**config.mk**
```make
export PLATFORM = sky130hd
export DESIGN_NAME = frame_buffer_scheduler
export DESIGN_NICKNAME = d
export VERILOG_FILES = /design/src/rtl/frame_buffer_scheduler.sv
export SDC_FILE = /design/constraint.sdc
export NUM_CORES = 1
export LEC_CHECK = 0
export CAP_MARGIN = 20
export CORE_MARGIN = 3
export CORE_UTILIZATION = 47
export DETAILED_ROUTE_END_ITERATION = 10
export GPL_TIMING_DRIVEN = 0
export HOLD_SLACK_MARGIN = 0.08
export MAX_ROUTING_LAYER = met4
export PLACE_DENSITY = 0.81
export SYNTH_ARGS = -nofsm -noshare
export SYNTH_HDL_FRONTEND = slang
export SYNTH_SLANG_ARGS = --single-unit
```
**constraint.sdc**
```tcl
create_clock -name mem_clk -period 2.45 [get_ports mem_clk]
set_input_delay 0.3675 -clock mem_clk [delete_from_list [all_inputs] [get_ports mem_clk]]
set_output_delay 0.3675 -clock mem_clk [all_outputs]
set_load 0.05 [all_outputs]
```
**src/rtl/frame_buffer_scheduler.sv**
```systemverilog
// Triple-buffer scheduler for the SDRAM frame store.
// Rotates write/pending/read buffer roles between the frame writer and display.
module frame_buffer_scheduler #(
    parameter int unsigned ADDR_BITS    = 21,
    parameter int unsigned FRAME_STRIDE = 307200,
    parameter int unsigned CNT_BITS     = 16
) (
    input  logic                 mem_clk,
    input  logic                 rst,
    input  logic                 wr_frame_start,
    input  logic                 wr_frame_done,
    input  logic                 rd_frame_start,
    input  logic                 freeze,
    output logic [1:0]           write_addr_index,
    output logic [ADDR_BITS-1:0] write_base_addr,
    output logic [1:0]           read_addr_index,
    output logic [ADDR_BITS-1:0] read_base_addr,
    output logic                 pending_valid,
    output logic [CNT_BITS-1:0]  drop_cnt,
    output logic [CNT_BITS-1:0]  repeat_cnt,
    output logic                 proto_err
);

    typedef enum logic {
        W_IDLE,
        W_ACTIVE
    } wstate_t;

    localparam logic [ADDR_BITS-1:0] BASE1 = ADDR_BITS'(FRAME_STRIDE);
    localparam logic [ADDR_BITS-1:0] BASE2 = ADDR_BITS'(2 * FRAME_STRIDE);
    localparam logic [CNT_BITS-1:0]  CMAX  = '1;

    function automatic logic [ADDR_BITS-1:0] base_of(input logic [1:0] idx);
        case (idx)
            2'd1:    base_of = BASE1;
            2'd2:    base_of = BASE2;
            default: base_of = '0;
        endcase
    endfunction

    wstate_t              wst_q;
    logic [1:0]           w_q, p_q, r_q;
    logic [1:0]           w_d, p_d, r_d;
    logic                 pv_q, pv_d;
    logic [CNT_BITS-1:0]  drop_q, drop_d;
    logic [CNT_BITS-1:0]  rep_q, rep_d;
    logic                 perr_q, perr_d;
    logic [ADDR_BITS-1:0] wb_q, rb_q;

    logic publish;
    logic rd_swap;
    logic seq_err;

    assign publish = (wst_q == W_ACTIVE) && wr_frame_done;
    assign rd_swap = rd_frame_start && !freeze;
    assign seq_err = ((wst_q == W_ACTIVE) && wr_frame_start && !wr_frame_done)
                  || ((wst_q == W_IDLE) && wr_frame_done);

    // Writer FSM; start+done together while active closes one frame and opens the next.
    always_ff @(posedge mem_clk) begin
        if (rst) begin
            wst_q <= W_IDLE;
        end else begin
            case (wst_q)
                W_IDLE:   if (wr_frame_start) wst_q <= W_ACTIVE;
                W_ACTIVE: if (wr_frame_done && !wr_frame_start) wst_q <= W_IDLE;
                default:  wst_q <= W_IDLE;
            endcase
        end
    end

    // Role rotation, pending flag and saturating event counters.
    always_comb begin
        w_d    = w_q;
        p_d    = p_q;
        r_d    = r_q;
        pv_d   = pv_q;
        drop_d = drop_q;
        rep_d  = rep_q;
        perr_d = perr_q | seq_err;
        if (publish && rd_swap) begin
            if (pv_q) begin
                r_d = p_q;
                p_d = w_q;
                w_d = r_q;
            end else begin
                r_d = w_q;
                w_d = r_q;
            end
        end else if (publish) begin
            w_d  = p_q;
            p_d  = w_q;
            pv_d = 1'b1;
            if (pv_q && drop_q != CMAX) drop_d = drop_q + CNT_BITS'(1);
        end else if (rd_swap) begin
            if (pv_q) begin
                r_d  = p_q;
                p_d  = r_q;
                pv_d = 1'b0;
            end else if (rep_q != CMAX) begin
                rep_d = rep_q + CNT_BITS'(1);
            end
        end
    end

    // State and registered outputs; bases follow the next-state indices.
    always_ff @(posedge mem_clk) begin
        if (rst) begin
            w_q    <= 2'd0;
            p_q    <= 2'd1;
            r_q    <= 2'd2;
            wb_q   <= '0;
            rb_q   <= BASE2;
            pv_q   <= 1'b0;
            drop_q <= '0;
            rep_q  <= '0;
            perr_q <= 1'b0;
        end else begin
            w_q    <= w_d;
            p_q    <= p_d;
            r_q    <= r_d;
            wb_q   <= base_of(w_d);
            rb_q   <= base_of(r_d);
            pv_q   <= pv_d;
            drop_q <= drop_d;
            rep_q  <= rep_d;
            perr_q <= perr_d;
        end
    end

    assign write_addr_index = w_q;
    assign write_base_addr  = wb_q;
    assign read_addr_index  = r_q;
    assign read_base_addr   = rb_q;
    assign pending_valid    = pv_q;
    assign drop_cnt         = drop_q;
    assign repeat_cnt       = rep_q;
    assign proto_err        = perr_q;

endmodule
```
# --- Yosys cells after proc, flatten, opt, wreduce, memory -nomap -nowiden ---
# Cells that the tools add are included.
op_classes:
  n_shift: 0
  addsub: 2
  mux: 19
  bitwise_logic: 5
  mul: 0
  div_mod_pow: 0
  n_reduce_logical: 18
  n_eq_ne: 8
  order_cmp: 0
ops:
  columns: ["operator", "n"]
  rows:
  - ["one-hot mux 20 bit (2 select lines)", 2]
  - ["adder 16 x 1 -> 16 bit (second input constant)", 2]
  - ["!= test 16 bit (second input constant)", 2]
  - ["two-way mux 2 bit", 12]
  - ["logical AND 1 bit", 8]
  - ["AND reduction 3 bit", 2]
  - ["AND reduction 5 bit", 1]
  - ["equality test 2 x 1 -> 1 bit (second input constant)", 2]
  - ["equality test 2 bit (second input constant)", 2]
  - ["two-way mux 1 bit", 4]
  - ["NOT 1 bit", 4]
  - ["zero test 1 bit", 3]
  - ["!= test 3 bit (second input constant)", 1]
  - ["nonzero test 3 bit", 1]
  - ["!= test 2 bit (second input constant)", 1]
  - ["one-hot mux 1 bit (2 select lines)", 1]
  - ["AND reduction 2 bit", 1]
  - ["nonzero test 2 bit", 1]
  - ["logical OR 1 bit", 1]
  - ["OR 1 bit", 1]
word_totals:
  n_memories: 0
  ram_bits: 0
  latch_bits: 0
  register_bits: 83
  inputBits: 6
  word_cells: 62
  output_inout_bits: 80
  romBits: 0

# --- Logic depth before layout (Yosys ltp) ---
depth:
  word_depth: 7
  mapped_depth: 10
  ltp_nobuf: 9

# --- Worst setup path before layout ---
# No wires, ideal clock.
synth_path:
  path_type: "input to register"
  start: "input port rd_frame_start"
  end: "register rb_q[16], in the netlist read_base_addr[16]"
  path_stages: 9
  path_slack_ps: 176
  path_buffers: 2
  arrival_time_ps: 2150
  setup_time_ps: 123
  required_time_ps: 2327
  cell_sequence: "nor2b_1 -> clkbuf_1 -> ha_1 -> clkbuf_1 -> a211oi_1 -> a311oi_1 -> inv_1 -> ha_1 -> or2_2"
synth_via:
  elab_chain_len: 6
  elab_cells_between_ends: 8
  cone_classes: "2 x eq/ne; 4 x mux; 2 x reduce/logical"
synth_lines:
  columns: ["item", "line", "rtl"]
  rows:
  - ["start, declared", "12", "input logic rd_frame_start,"]
  - ["logical AND 1 bit (*)", "55", "assign rd_swap = rd_frame_start && !freeze;"]
  - ["two-way mux 2 bit", "95", "end else if (rd_swap) begin"]
  - ["two-way mux 2 bit", "90", "end else if (publish) begin"]
  - ["two-way mux 2 bit (*)", "81", "if (publish && rd_swap) begin"]
  - ["named net r_d[0]", "43", "logic [1:0] w_d, p_d, r_d;"]
  - ["equality test 2 bit or equality test 2 x 1 -> 1 bit (tied branches)", "34", "case (idx)"]
  - ["one-hot mux 20 bit (2 select lines) (*)", "34", null]
  - ["end signal, assigned", "123", "rb_q <= base_of(r_d);"]
  - ["end, declared", "48", "logic [ADDR_BITS-1:0] wb_q, rb_q;"]
# Mark *: on every way through the listed nets, which the timed path passes. The rest lies on a longest branch.
# A chain may end at the register's enable or synchronous reset.

# --- Worst setup path after layout ---
layout_path:
  start: "input port wr_frame_done"
  end: "register rb_q[16], in the netlist read_base_addr[16]"
layout_via:
  elab_chain_len: 5
  elab_cells_between_ends: 7
  cone_classes: "2 x eq/ne; 3 x mux; 2 x reduce/logical"
layout_lines:
  columns: ["item", "line", "rtl"]
  rows:
  - ["start, declared", "11", "input logic wr_frame_done,"]
  - ["logical AND 1 bit (*)", "54", "assign publish = (wst_q == W_ACTIVE) && wr_frame_done;"]
  - ["named net publish", "50", "logic publish;"]
  - ["two-way mux 2 bit or logical AND 1 bit (tied branches)", "90, 81", null]
  - ["two-way mux 2 bit (*)", "81", null]
  - ["named net r_d[0]", "43", null]
  - ["equality test 2 bit or equality test 2 x 1 -> 1 bit (tied branches)", "34", null]
  - ["one-hot mux 20 bit (2 select lines) (*)", "34", null]
# Marks and branches as above.

==> run_results.csv <==
group,metric,value,unit
critical_path,cp.arrival,2.54,ns
timing,post-route-min-period,2.35,ns
final_layout,layout-drive-gt1-share,19.1,%
critical_path,slowest_stage,"clkdlybuf4s50_1",
detailed_routing,via_per_inst,5.13,
final_layout,area_delta_synth_final,32.5,%
clock_tree,clockBufferDepth,2,
logic_synthesis,netlist_area,2720,sq um
global_route,grt_use_total,19.3,%
final_layout,antenna_cells,0,
clock_tree,htreeDepth,2,
detailed_routing,routedWlPerCell,12.8,microns
power_and_ir_drop,worst_ir_drop_vdd,0.229,mV
place,pre_cts_ws,-0.559,ns
detailed_routing,drcViolationCount,0,
timing,totalNegativeSetupSlack,0,ns
timing,finalHoldViolCount,0,
critical_path,cp_num_cells,10,
detailed_routing,antenna_left,0,
global_route,grt_pass1_vias,2186,
detailed_routing,vias,2488,
critical_path,cp-start-kind,"input pin",
logic_synthesis,yosysUniqueCellTypes,38,
power_and_ir_drop,switching_power,505,uW
timing,period_share,96.1,%
power_and_ir_drop,p_int,1090,uW
timing,rsz0062_at_grt,"false",
critical_path,crit_fanout,10,
timing,tightestPinTransition,0.598,ns
critical_path,crit_start,"wr_frame_done",
critical_path,reg2reg_from,"wst_q$_SDFF_PP0_",
clock_tree,clk_latency,0.30,ns
final_layout,final_cell_area,3600,sq um
timing,slew_headroom,60.1,%
timing,fmax,425,MHz
critical_path,cp-end-kind,"register",
floorplanning,core_area,5540,sq um
timing,setup_viol_count_final,0,
status,status,"finished clean",
floorplanning,rows,27,
detailed_routing,drt_wl_total,6200,microns
power_and_ir_drop,p_leak,0.00146,uW
logic_synthesis,ys_ff_latch,47,
global_route,grt_pass1_wl,9880,microns
critical_path,slowest_delay,0.47,ns
floorplanning,ioPinCount,86,
flow_run,maxCapViolations,0,
worst_hold_path,min_path_cells,2,
floorplanning,initial_utilization,49.0,%
global_route,overflow,0,
critical_path,critPathBufInv,4,
critical_path,critical_path.top_delay_family,"buffers and inverters",
critical_path,cp-endpoint,"read_base_addr[16]$_SDFF_PP1_",
timing,maxSlewViolCount,0,
logic_synthesis,synth_cells,320,
worst_hold_path,hold_class,"register to register",
timing,whs,0.496,ns
timing,setup_ws,0.0965,ns
place,placed_area,3470,sq um
detailed_routing,drtIter0Drc,111,
logic_synthesis,ys_seq_area_share,34.6,%
place,gp_congestion,0.828,
global_route,grt_max_degree,13,
worst_hold_path,min_from,"p_q[1]$_SDFFE_PP0P_",
logic_synthesis,ys_warn_count,0,
critical_path,rrSetupSlack,0.35,ns
place,place_hpwl,4520,microns
critical_path,r2r-end,"read_base_addr[16]$_SDFF_PP1_",
clock_tree,clkTransAtPathRegs,0.08,ns
floorplanning,die_x,82.0,microns
power_and_ir_drop,powerDensity,443,nW/um^2
final_layout,final_nets,429,
power_and_ir_drop,p_seq_share,49.9,%
critical_path,critPathKind,"input pin to register",
timing,clock_skew,0.00580,ns
critical_path,ff2ff_path_depth,9,
clock_tree,cts_made_buffers,5,
critical_path,crit_chain,"clkdlybuf4s50_1 > nand2_2 > inv_1 > ha_1 > clkbuf_2 > a21o_1 > a311oi_2 > inv_1 > ha_1 > or2_2",
place,port_buffers,56,
logic_synthesis,syn-mean-instance-area,8.49,sq um
power_and_ir_drop,p_sw_share,31.7,%
power_and_ir_drop,clockPowerShare,27.7,%
floorplanning,die_h,82.0,microns
detailed_routing,first_pass_iters,4,
clock_tree,clockRootBuffer,"clkbuf_8",
critical_path,crit_required,2.64,ns
floorplanning,die-area,6730,sq um
global_route,antenna_found_initial,0,
clock_tree,cts_tree,"yes",
power_and_ir_drop,comb_power_share,22.4,%
clock_tree,clock_sinks,47,
final_layout,fin_util,65.0,%
[synthesized netlist by cell type (all sizes together)]
library cell,number,share of area (%)
nand3b,1,0.28
o21ai,4,0.74
conb,1,0.14
and3,4,0.92
nand2,12,1.7
buf,43,11
nor4b,1,0.32
dfxtp,47,35
nor4,6,1.6
mux2i,5,1.8
o41ai,2,0.64
o31ai,12,3.3
or3,3,0.69
and4,1,0.32
nor3,1,0.18
ha,9,4.1
a21o,1,0.28
nand4,8,2.5
and2,1,0.23
a211oi,11,3.0
or4,15,4.1
mux2,14,5.8
nand3,11,2.0
nor2b,19,4.4
or2,4,0.92
o21a,2,0.55
inv,18,2.5
a21oi,23,4.2
nor2,25,3.5
clkbuf,9,1.2
a311oi,2,0.64
nand2b,5,1.2
[cell families after synthesis]
family / synth area share [%]
AOI/OAI and AO/OA: 13.5
muxes: 7.65
and+or+nand+nor: 24.8
buffers and inverters: 15.2
DFF: 34.6
other: 0.138
adders and majority gates: 4.15
[area by class of cell]
type | instances | area [sq um]
Fill cell | 481 | 1940
Multi-Input combinational cell | 230 | 1490
Sequential cell | 47 | 941
Timing Repair Buffer | 60 | 591
Buffer | 52 | 349
Tap cell | 72 | 90.1
Clock buffer | 6 | 72.6
Inverter | 18 | 67.6
[worst min path at each step]
stage	to
floorplan	p_q[1]$_SDFFE_PP0P_
global placement	p_q[1]$_SDFFE_PP0P_
detailed placement	p_q[1]$_SDFFE_PP0P_
CTS	p_q[1]$_SDFFE_PP0P_
global route	repeat_cnt[9]$_SDFFE_PP0P_
finish	p_q[1]$_SDFFE_PP0P_
[stage by stage]
step           total power (uW)  instances
4_1_cts                    1600        483
3_5_place_dp               1160        475
3_3_place_gp               1160        475
6_report                   1590        485
2_1_floorplan              1090        347
5_1_grt                    1660        485
[worst min-delay path: cells and delay by family (launching register included)]
kind,cells,cell delay [ns]
buf+inv,1,0.06
flops,1,0.32
compound gates,1,0.07
[layout by cell type, fill, tap and decap left out, types with 12 or more instances in the layout]
master | netlist | routed
a21oi_1 | 23 | 23
buf_4 | 36 | 41
clkdlybuf4s50_1 | 0 | 56
conb_1 | 1 | 28
dfxtp_1 | 47 | 47
inv_1 | 18 | 18
mux2_2 | 14 | 14
nor2_1 | 25 | 25
nor2b_1 | 19 | 18
o31ai_1 | 12 | 12
or4_1 | 15 | 15
[metal layers]
metal | global-route usage (%) | vias to the layer above | share of wire [%]
met5 | - | - | 0
met4 | 5.98 | 0 | 1.7
met3 | 4.28 | 12 | 6.5
met2 | 33.9 | 75 | 50
met1 | 21.8 | 1140 | 42
li1 | - | 1261 | -
[registers in the layout, indices dropped and copies added (netlist names)]
signal	count
read_addr_index	2
pending_valid	1
wst_q	1
repeat_cnt	16
write_base_addr	3
proto_err	1
drop_cnt	16
read_base_addr	3
p_q	2
write_addr_index	2
[power groups by stage]
stage / logic (uW) / clock network, uW / registers [uW]
2_1_floorplan: 232 / 0 / 860
3_3_place_gp: 346 / 0 / 811
3_5_place_dp: 351 / 0 / 812
4_1_cts: 353 / 454 / 794
5_1_grt: 379 / 485 / 797
6_report: 357 / 441 / 794
[timing repair]
action	in CTS	in global routing
setup endpoints to repair	13	15
gates resized for setup	6	2
endpoints found under the hold margin	0	0
pin swaps	1	2
hold buffers	0	0
setup buffers	2	2
(Power assumes the default switching activity.)
